==> src/rtl/ahb_arb_pkg.sv <==
// ahb_arb_pkg: shared state type, index-width helper and idle-bus constants for ahb_arbiter
package ahb_arb_pkg;
  typedef enum logic [1:0] {IDLE, OWNED, LOCKED} arb_state_e;
  localparam int DEF_MASTER = 0;
  localparam logic DEF_MASTLOCK = 1'b0;
  function automatic int idx_w(input int n);
    return (n > 1) ? $clog2(n) : 1;
  endfunction
endpackage

==> src/rtl/arb_pick.sv <==
// arb_pick: one-hot first requester at or after start (wrapping), excluded masters masked out
module arb_pick
  import ahb_arb_pkg::*;
#(
  parameter int N = 3,
  parameter int IW = idx_w(N)
) (
  input  logic [N-1:0]  req,
  input  logic [N-1:0]  excl,
  input  logic [IW-1:0] start,
  output logic [N-1:0]  win,
  output logic          valid
);
  logic [N-1:0] m;
  assign m = req & ~excl;
  always_comb begin
    win = '0;
    valid = 1'b0;
    for (int i = 0; i < N; i++) begin
      if (!valid && m[(int'(start) + i) % N]) begin
        win[(int'(start) + i) % N] = 1'b1;
        valid = 1'b1;
      end
    end
  end
endmodule

==> src/rtl/ahb_arbiter.sv <==
// ahb_arbiter: AHB bus arbiter with hold-limited unlocked tenure and unpreemptable locked tenure.
// Define AHB_ARB_RR_EN for round-robin priority; otherwise the lowest requesting index wins.
module ahb_arbiter
  import ahb_arb_pkg::*;
#(
  parameter int NUM_MASTERS = 3,
  parameter int MAX_HOLD = 16,
  parameter int DEFAULT_MASTER = DEF_MASTER
) (
  input  logic                             HCLK,
  input  logic                             HRESET,
  input  logic [NUM_MASTERS-1:0]           HBUSREQ,
  input  logic [NUM_MASTERS-1:0]           HLOCK,
  input  logic                             HREADY,
  output logic [NUM_MASTERS-1:0]           HGRANT,
  output logic [idx_w(NUM_MASTERS)-1:0]    HMASTER,
  output logic                             HMASTLOCK
);
  localparam int IW = idx_w(NUM_MASTERS);
  localparam int CW = idx_w(MAX_HOLD);
  arb_state_e state_q, state_d;
  logic [NUM_MASTERS-1:0] grant_q, grant_d, req, excl, win;
  logic [IW-1:0] owner_q, owner_d, hmaster_q, hmaster_d, win_idx, start;
  logic [CW-1:0] cnt_q, cnt_d;
  logic hmastlock_q, hmastlock_d, win_v, sat, do_arb;
  // a locked master counts as requesting even with HBUSREQ low
  assign req = HBUSREQ | HLOCK;
  assign sat = cnt_q == CW'(MAX_HOLD - 1);
  assign excl = (state_q == OWNED && sat) ? grant_q : '0;
  arb_pick #(.N(NUM_MASTERS), .IW(IW)) u_pick (
    .req(req),
    .excl(excl),
    .start(start),
    .win(win),
    .valid(win_v)
  );
  always_comb begin
    win_idx = '0;
    for (int i = 0; i < NUM_MASTERS; i++) if (win[i]) win_idx = IW'(i);
  end
`ifdef AHB_ARB_RR_EN
  logic [IW-1:0] ptr_q, ptr_d;
  always_comb ptr_d = (do_arb && win_v) ? ((win_idx == IW'(NUM_MASTERS - 1)) ? '0 : win_idx + IW'(1)) : ptr_q;
  always_ff @(posedge HCLK) ptr_q <= HRESET ? '0 : ptr_d;
  assign start = ptr_q;
`else
  assign start = '0;
`endif
  always_comb begin
    do_arb = 1'b0;
    state_d = state_q;
    grant_d = grant_q;
    owner_d = owner_q;
    cnt_d = cnt_q;
    hmaster_d = hmaster_q;
    hmastlock_d = hmastlock_q;
    if (HREADY) begin
      hmaster_d = (state_q == IDLE) ? IW'(DEFAULT_MASTER) : owner_q;
      hmastlock_d = (state_q == IDLE) ? DEF_MASTLOCK : HLOCK[owner_q];
      if (state_q == IDLE || (state_q == LOCKED && !HLOCK[owner_q])) do_arb = 1'b1;
      else if (state_q == OWNED) begin
        if (HLOCK[owner_q]) state_d = LOCKED;
        else if (!req[owner_q] || (sat && |(req & ~grant_q))) do_arb = 1'b1;
        else cnt_d = sat ? cnt_q : cnt_q + CW'(1);
      end
      if (do_arb) begin
        grant_d = win;
        owner_d = win_idx;
        cnt_d = '0;
        state_d = !win_v ? IDLE : HLOCK[win_idx] ? LOCKED : OWNED;
      end
    end
  end
  always_ff @(posedge HCLK) begin
    if (HRESET) begin
      state_q <= IDLE;
      grant_q <= '0;
      owner_q <= '0;
      cnt_q <= '0;
      hmaster_q <= IW'(DEFAULT_MASTER);
      hmastlock_q <= DEF_MASTLOCK;
    end else begin
      state_q <= state_d;
      grant_q <= grant_d;
      owner_q <= owner_d;
      cnt_q <= cnt_d;
      hmaster_q <= hmaster_d;
      hmastlock_q <= hmastlock_d;
    end
  end
  assign HGRANT = grant_q;
  assign HMASTER = hmaster_q;
  assign HMASTLOCK = hmastlock_q;
endmodule

==> config.mk <==
export PLATFORM = sky130hd
export DESIGN_NAME = ahb_arbiter
export DESIGN_NICKNAME = d
export VERILOG_FILES = /design/src/rtl/ahb_arb_pkg.sv /design/src/rtl/arb_pick.sv /design/src/rtl/ahb_arbiter.sv
export SDC_FILE = /design/constraint.sdc
export NUM_CORES = 1
export LEC_CHECK = 0
export BUFFER_PORTS_ARGS = -buffer_cell sky130_fd_sc_hd__buf_2
export CAP_MARGIN = 20
export CORE_MARGIN = 2
export CORE_UTILIZATION = 59
export CTS_CLUSTER_SIZE = 40
export DETAILED_ROUTE_END_ITERATION = 10
export PLACE_DENSITY = 0.8
export SLEW_MARGIN = 30
export SYNTH_ARGS = -nofsm -noshare
export SYNTH_HDL_FRONTEND = slang
export SYNTH_SLANG_ARGS = --single-unit
==> constraint.sdc <==
create_clock -name HCLK -period 4 [get_ports HCLK]
set_input_delay 0.2 -clock HCLK [delete_from_list [all_inputs] [get_ports HCLK]]
set_output_delay 0.2 -clock HCLK [all_outputs]
set_load 0.05 [all_outputs]
# [Word-level counts from Yosys, hierarchy flattened]
# Cells that the tools add are included.
[word_totals] ff_bits=14 romBits=0 latch_bits=0 mem_count=0 ram_bits=0 output_inout_bits=6
[op_classes] magnitude_cmp=2 mux=34 eq_ne=7 multipliers=0 reduce_logical=18 bitwise_logic=5 n_div=0 shift=0 n_addsub=1
[op_table] operator="4-bit 2-to-1 mux" n=6
[op_table] operator="2-bit 2-to-1 mux" n=9
[op_table] operator="1-bit 2-to-1 mux" n=14
[op_table] operator="2-bit by 1-bit inequality test with 1-bit output (second input constant)" n=4
[op_table] operator="3-bit AND" n=2
[op_table] operator="1-bit binary-select mux with 2-bit select" n=3
[op_table] operator="2-bit by 3-bit < comparator with 1-bit output (second input constant)" n=2
[op_table] operator="3-bit 2-to-1 mux" n=2
[op_table] operator="3-bit NOT" n=2
[op_table] operator="6-bit AND reduction" n=1
[op_table] operator="1-bit logical AND" n=5
[op_table] operator="4-bit by 1-bit adder with 4-bit output (second input constant)" n=1
[op_table] operator="4-bit equality test (second input constant)" n=1
[op_table] operator="1-bit zero test" n=4
[op_table] operator="4-bit AND reduction" n=1
[op_table] operator="2-bit nonzero test" n=2
[op_table] operator="3-bit OR" n=1
[op_table] operator="3-bit OR reduction" n=1
[op_table] operator="2-bit by 1-bit equality test with 1-bit output (second input constant)" n=1
[op_table] operator="2-bit equality test (second input constant)" n=1
[op_table] operator="2-bit zero test" n=1
[op_table] operator="1-bit logical OR" n=2
[op_table] operator="2-bit AND reduction" n=1

# [Depth between registers and ports, before layout]
[depth] ltp_word=19 ltp_mapped=9 ltp_nobuf=7

# [By module]
# From an unflattened synthesis, not the netlist that was laid out.
[hier_totals] hier_cells=154 hier_area_um2=1265.0
[modules_own_cells] module="ahb_arbiter" instances=1 area_per_inst_um2=945.9 cells_per_inst=112
[modules_own_cells] module="arb_pick" instances=1 area_per_inst_um2=319.1 cells_per_inst=42

# [Worst setup path after synthesis]
# OpenSTA, ideal clock, no wires.
[synth_path] path_type="flip-flop to flip-flop" startpoint="register grant_q[1], in the netlist HGRANT[1]" endpoint="register grant_q[1], in the netlist HGRANT[1]" path_slack_ps=1888 path_buffers=2 t_arrival_ps=1994 stages_incl_launch_ff=9 required_ps=3883 period_less_slack_ps=2112 cell_sequence="dfxtp_1 buf_6 mux2i_4 o31a_1 o311a_2 and3_2 buf_6 o41ai_1 a32o_1"
[synth_between] elab_chain_len=11 elab_cells_between_ends=17 classes_between="8 x mux; 4 x bitwise; 5 x reduce/logical"
[synth_rtl] element="start: declaration" line_no="ahb_arbiter.sv:22" source="logic [NUM_MASTERS-1:0] grant_q, grant_d, req, excl, win;"
[synth_rtl] element="start signal: assignment" line_no="ahb_arbiter.sv:84" source="grant_q <= grant_d;"
[synth_rtl] element="3-bit NOT" line_no="ahb_arbiter.sv:63" source="else if (!req[owner_q] || (sat && |(req & ~grant_q))) do_arb = 1'b1;"
[synth_rtl] element="3-bit AND" line_no="ahb_arbiter.sv:63"
[synth_rtl] element="3-bit OR reduction" line_no="ahb_arbiter.sv:63"
[synth_rtl] element="1-bit logical AND" line_no="ahb_arbiter.sv:63"
[synth_rtl] element="1-bit logical OR" line_no="ahb_arbiter.sv:63"
[synth_rtl] element="1-bit 2-to-1 mux" line_no="ahb_arbiter.sv:63"
[synth_rtl] element="1-bit 2-to-1 mux" line_no="ahb_arbiter.sv:62" source="if (HLOCK[owner_q]) state_d = LOCKED;"
[synth_rtl] element="1-bit 2-to-1 mux" line_no="ahb_arbiter.sv:61" source="else if (state_q == OWNED) begin"
[synth_rtl] element="1-bit 2-to-1 mux" line_no="ahb_arbiter.sv:60" source="if (state_q == IDLE || (state_q == LOCKED && !HLOCK[owner_q])) do_arb = 1'b1;"
[synth_rtl] element="1-bit 2-to-1 mux" line_no="ahb_arbiter.sv:57" source="if (HREADY) begin"
[synth_rtl] element="2-bit AND reduction (no source line)"
# Parallel ways exist; a longest one is shown, timed or not. The select of a mux whose other input is x is not followed.
# A chain may end at the register's enable or synchronous reset.

# [Worst setup path after layout]
[layout_path] startpoint="register cnt_q[0]" endpoint="register cnt_q[2]"
[layout_between] elab_chain_len=10 elab_cells_between_ends=21 classes_between="1 x add/sub; 5 x eq/ne; 11 x mux; 4 x reduce/logical"
[layout_rtl] element="start: declaration" line_no="ahb_arbiter.sv:24" source="logic [CW-1:0] cnt_q, cnt_d;"
[layout_rtl] element="start signal: assignment" line_no="ahb_arbiter.sv:86" source="cnt_q <= cnt_d;"
[layout_rtl] element="4-bit equality test" line_no="ahb_arbiter.sv:28" source="assign sat = cnt_q == CW'(MAX_HOLD - 1);"
[layout_rtl] element="1-bit logical AND" line_no="ahb_arbiter.sv:63"
[layout_rtl] element="1-bit logical OR" line_no="ahb_arbiter.sv:63"
[layout_rtl] element="1-bit 2-to-1 mux" line_no="ahb_arbiter.sv:63"
[layout_rtl] element="1-bit 2-to-1 mux" line_no="ahb_arbiter.sv:62"
[layout_rtl] element="1-bit 2-to-1 mux" line_no="ahb_arbiter.sv:61"
[layout_rtl] element="1-bit 2-to-1 mux" line_no="ahb_arbiter.sv:60"
[layout_rtl] element="1-bit 2-to-1 mux" line_no="ahb_arbiter.sv:57"
[layout_rtl] element="2-bit by 1-bit inequality test with 1-bit output (no source line) or 2-bit nonzero test (tied branches)"
[layout_rtl] element="6-bit AND reduction (no source line)"
# Parallel ways exist; a longest one is shown, timed or not. The select of a mux whose other input is x is not followed.

==> results.json <==
{
  "routabilityCongestion": 0.8895,
  "synth_xor_area_share_pct": 0,
  "h-tree-depth": 1,
  "ir_drop_uv": 232.2,
  "grt_antenna_before_repair": 0,
  "post_drt_wl_per_cell_um": 15.57,
  "switching_share_pct": 33.04,
  "die_area_sq_mm": 0.002014,
  "period_share_pct": 54.52,
  "dp.cells": 134,
  "critPathLaunch": "cnt_q[0]$_SDFFE_PP0P_",
  "post_cts_buffers": 0,
  "ys_ff_latch": 12,
  "clock-sinks": 12,
  "power_switching_mw": 0.1058,
  "initial_core_util_pct": 63.96,
  "finalHoldViolCount": 0,
  "internal_power_mw": 0.2144,
  "max_freq_mhz": 458.5,
  "synthArstFlopShare_pct": 0,
  "worst_ep_arrival_time_ps": 2370,
  "synth_top_flop_cell": "dfxtp_1",
  "holdBufCountCts": 0,
  "layout_commonest_cell": "buf_2",
  "combinationalPowerShare_pct": 27.9,
  "fin_worst_skew_ps": 2.072,
  "seqPwrFrac_pct": 41.7,
  "synth_edf_count": 0,
  "synth_cells": 112,
  "path_clk_slew_ps": 80,
  "coreArea_sq_mm": 0.001541,
  "slew_violations": 0,
  "crit_path_start_kind": "flop",
  "leakage_nw": 0.4045,
  "worstPathRequired_ps": 4190,
  "max_cap_viol_count": 0,
  "setup_violations": 0,
  "synth_fa_ha_area_share_pct": 1.269,
  "first_pass_iters": 4,
  "dieHeight_um": 44.88,
  "avgViaCountPerCell": 6.790,
  "cts_max_path_buffers": 2,
  "synth_cell_types": 51,
  "die_x_um": 44.88,
  "row_count": 14,
  "gr-total-overflow": 0,
  "postSynthAreaPerCell_sq_um": 8.803,
  "track_usage_pct": 24.44,
  "postRouteAntennaNets": 0,
  "yosysTopAreaCell": "dfxtp_1",
  "nNetsFinal": 133,
  "drt_iter0_markers": 38,
  "synth_mux_area_share_pct": 5.330,
  "port_buffers": 14,
  "drc": 0,
  "synth_top_family_by_area": "compound AO/OA/AOI/OAI gates",
  "clkLatencyLatePin_ps": 270,
  "hp-start": "HRESET",
  "status": "completed",
  "antenna_cells": 0,
  "drive_gt1_share_pct": 29.51,
  "ctsResizeCount": 0,
  "path_class": "reg2reg",
  "p_total_mw": 0.3202,
  "ios": 15,
  "cts_buffers": 3,
  "tightest_slew_ps": 549.1,
  "grt_first_pass_wirelength_um": 3601,
  "min_path_type": "in2reg",
  "dp_hpwl_um": 1626,
  "r2r-start": "cnt_q[0]$_SDFFE_PP0P_",
  "totalWireLength_um": 2149,
  "p_clk_share_pct": 30.5,
  "rsz0062_at_grt": "false",
  "num_vias": 937,
  "synth_area_leaders": "dfxtp_1 24%, a21oi_1 4.1%, buf_6 3.4%",
  "grt_pass1_vias": 808,
  "ys_seq_area_share_pct": 24.37,
  "synth_compound_area_share_pct": 36.04,
  "period_needed_ps": 2181,
  "holdWs_ps": 242.6,
  "synth_top_area_share_pct": 24.37,
  "area_growth_pct": 6.346,
  "layout_common_cells": "14 x buf_2, 12 x dfxtp_1, 8 x a21oi_1, 7 x inv_1, 7 x nor2_1",
  "cellPowerDensity_mw_per_mm2": 305.4,
  "syn-num-nets": 122,
  "root_buffer": "clkbuf_4",
  "crit_path_end_kind": "flop",
  "grt_max_degree": 16,
  "synth_area_sq_um": 985.9,
  "setup_tns_ps": 0,
  "max_slew_margin_pct": 63.34,
  "yosysWarningCount": 0,
  "crit_path_max_fanout": 7,
  "fin_cells": 138,
  "yosys.area_share.simple_pct": 23.86,
  "cts_tree": "yes"
}
[final timing paths]
path | cells past startpoint | slack [ps] | endpoint
worst max-delay path | 7 | 1820 | cnt_q[2]$_SDFFE_PP0P_
worst min-delay path | 2 | 240 | cnt_q[0]$_SDFFE_PP0P_
worst min register to register | 2 | 470 | HMASTER[0]$_SDFFE_PP0P_
worst max register to register | 7 | 1820 | cnt_q[2]$_SDFFE_PP0P_
[cell families (layout without fill, tap and decap cells)]
kind of cell / Yosys count / in the layout
fa+ha+maj: 1 / 1
buf+inv: 15 / 25
mux: 4 / 4
simple gates: 39 / 39
compound gates: 41 / 41
flops: 12 / 12
[Yosys cell counts (2+ instances only)]
cell type  number
nand2b_1        5
buf_6           3
buf_4           2
a31oi_1         2
dfxtp_1        12
clkbuf_1        2
and3_1          3
nor2b_1         3
a21oi_1         8
o21ai_0         2
nand2_1         6
a32o_1          2
mux2i_1         3
nor2_1          7
nand3_1         4
o21ba_2         3
inv_1           7
a311oi_1        3
a211oi_1        2
nor3_4          2
[flip-flops by register name, indices dropped and copies added (netlist names)]
name,cells
HGRANT,3
HMASTLOCK,1
cnt_q,4
HMASTER,2
state_q,2
[cell type report]
class | count | area [sq um]
Tap cell | 16 | 20.02
Inverter | 7 | 26.28
Sequential cell | 12 | 240.2
Fill cell | 133 | 493.0
Clock buffer | 4 | 36.28
Multi-Input combinational cell | 85 | 655.6
Timing Repair Buffer | 14 | 70.07
[power by group through the flow]
stage / registers [mW] / clock network, mW / logic [mW]
global placement: 0.136 / 0 / 0.0866
CTS: 0.133 / 0.101 / 0.0884
floorplan: 0.139 / 0 / 0.0693
detailed placement: 0.136 / 0 / 0.0881
finish: 0.133 / 0.0976 / 0.0893
global route: 0.134 / 0.107 / 0.0974
[critical path: stages, from the launching register on]
cell and delay (ps):
dfxtp_1 390, ha_1 200, and3_1 370, nor4b_1 320, o21ai_0 220, a22oi_2 250, inv_1 90, a311oi_1 240
[per-layer routing]
layer  up-vias  routed length [um]  global-route usage, %
met4         0                   0                  5.882
met1       453                 979                  35.24
met3         0                 180                  6.400
li1        448                   -                      -
met2        36                 989                  36.52
met5         -                   0                      0
[per-stage QoR]
| step | setup slack [ps] | area, sq um | util [%] |
|---|---|---|---|
| final | 1819 | 1049 | 68.02 |
| after global routing | 1604 | 1049 | 68.02 |
| after CTS | 1853 | 1049 | 68.02 |
| after detailed placement | 1860 | 1012 | 65.67 |
| after global placement | 1886 | 1012 | 65.67 |
| after floorplan | 1888 | 985.9 | - |
Note: power is estimated with default switching activity, not from simulation.
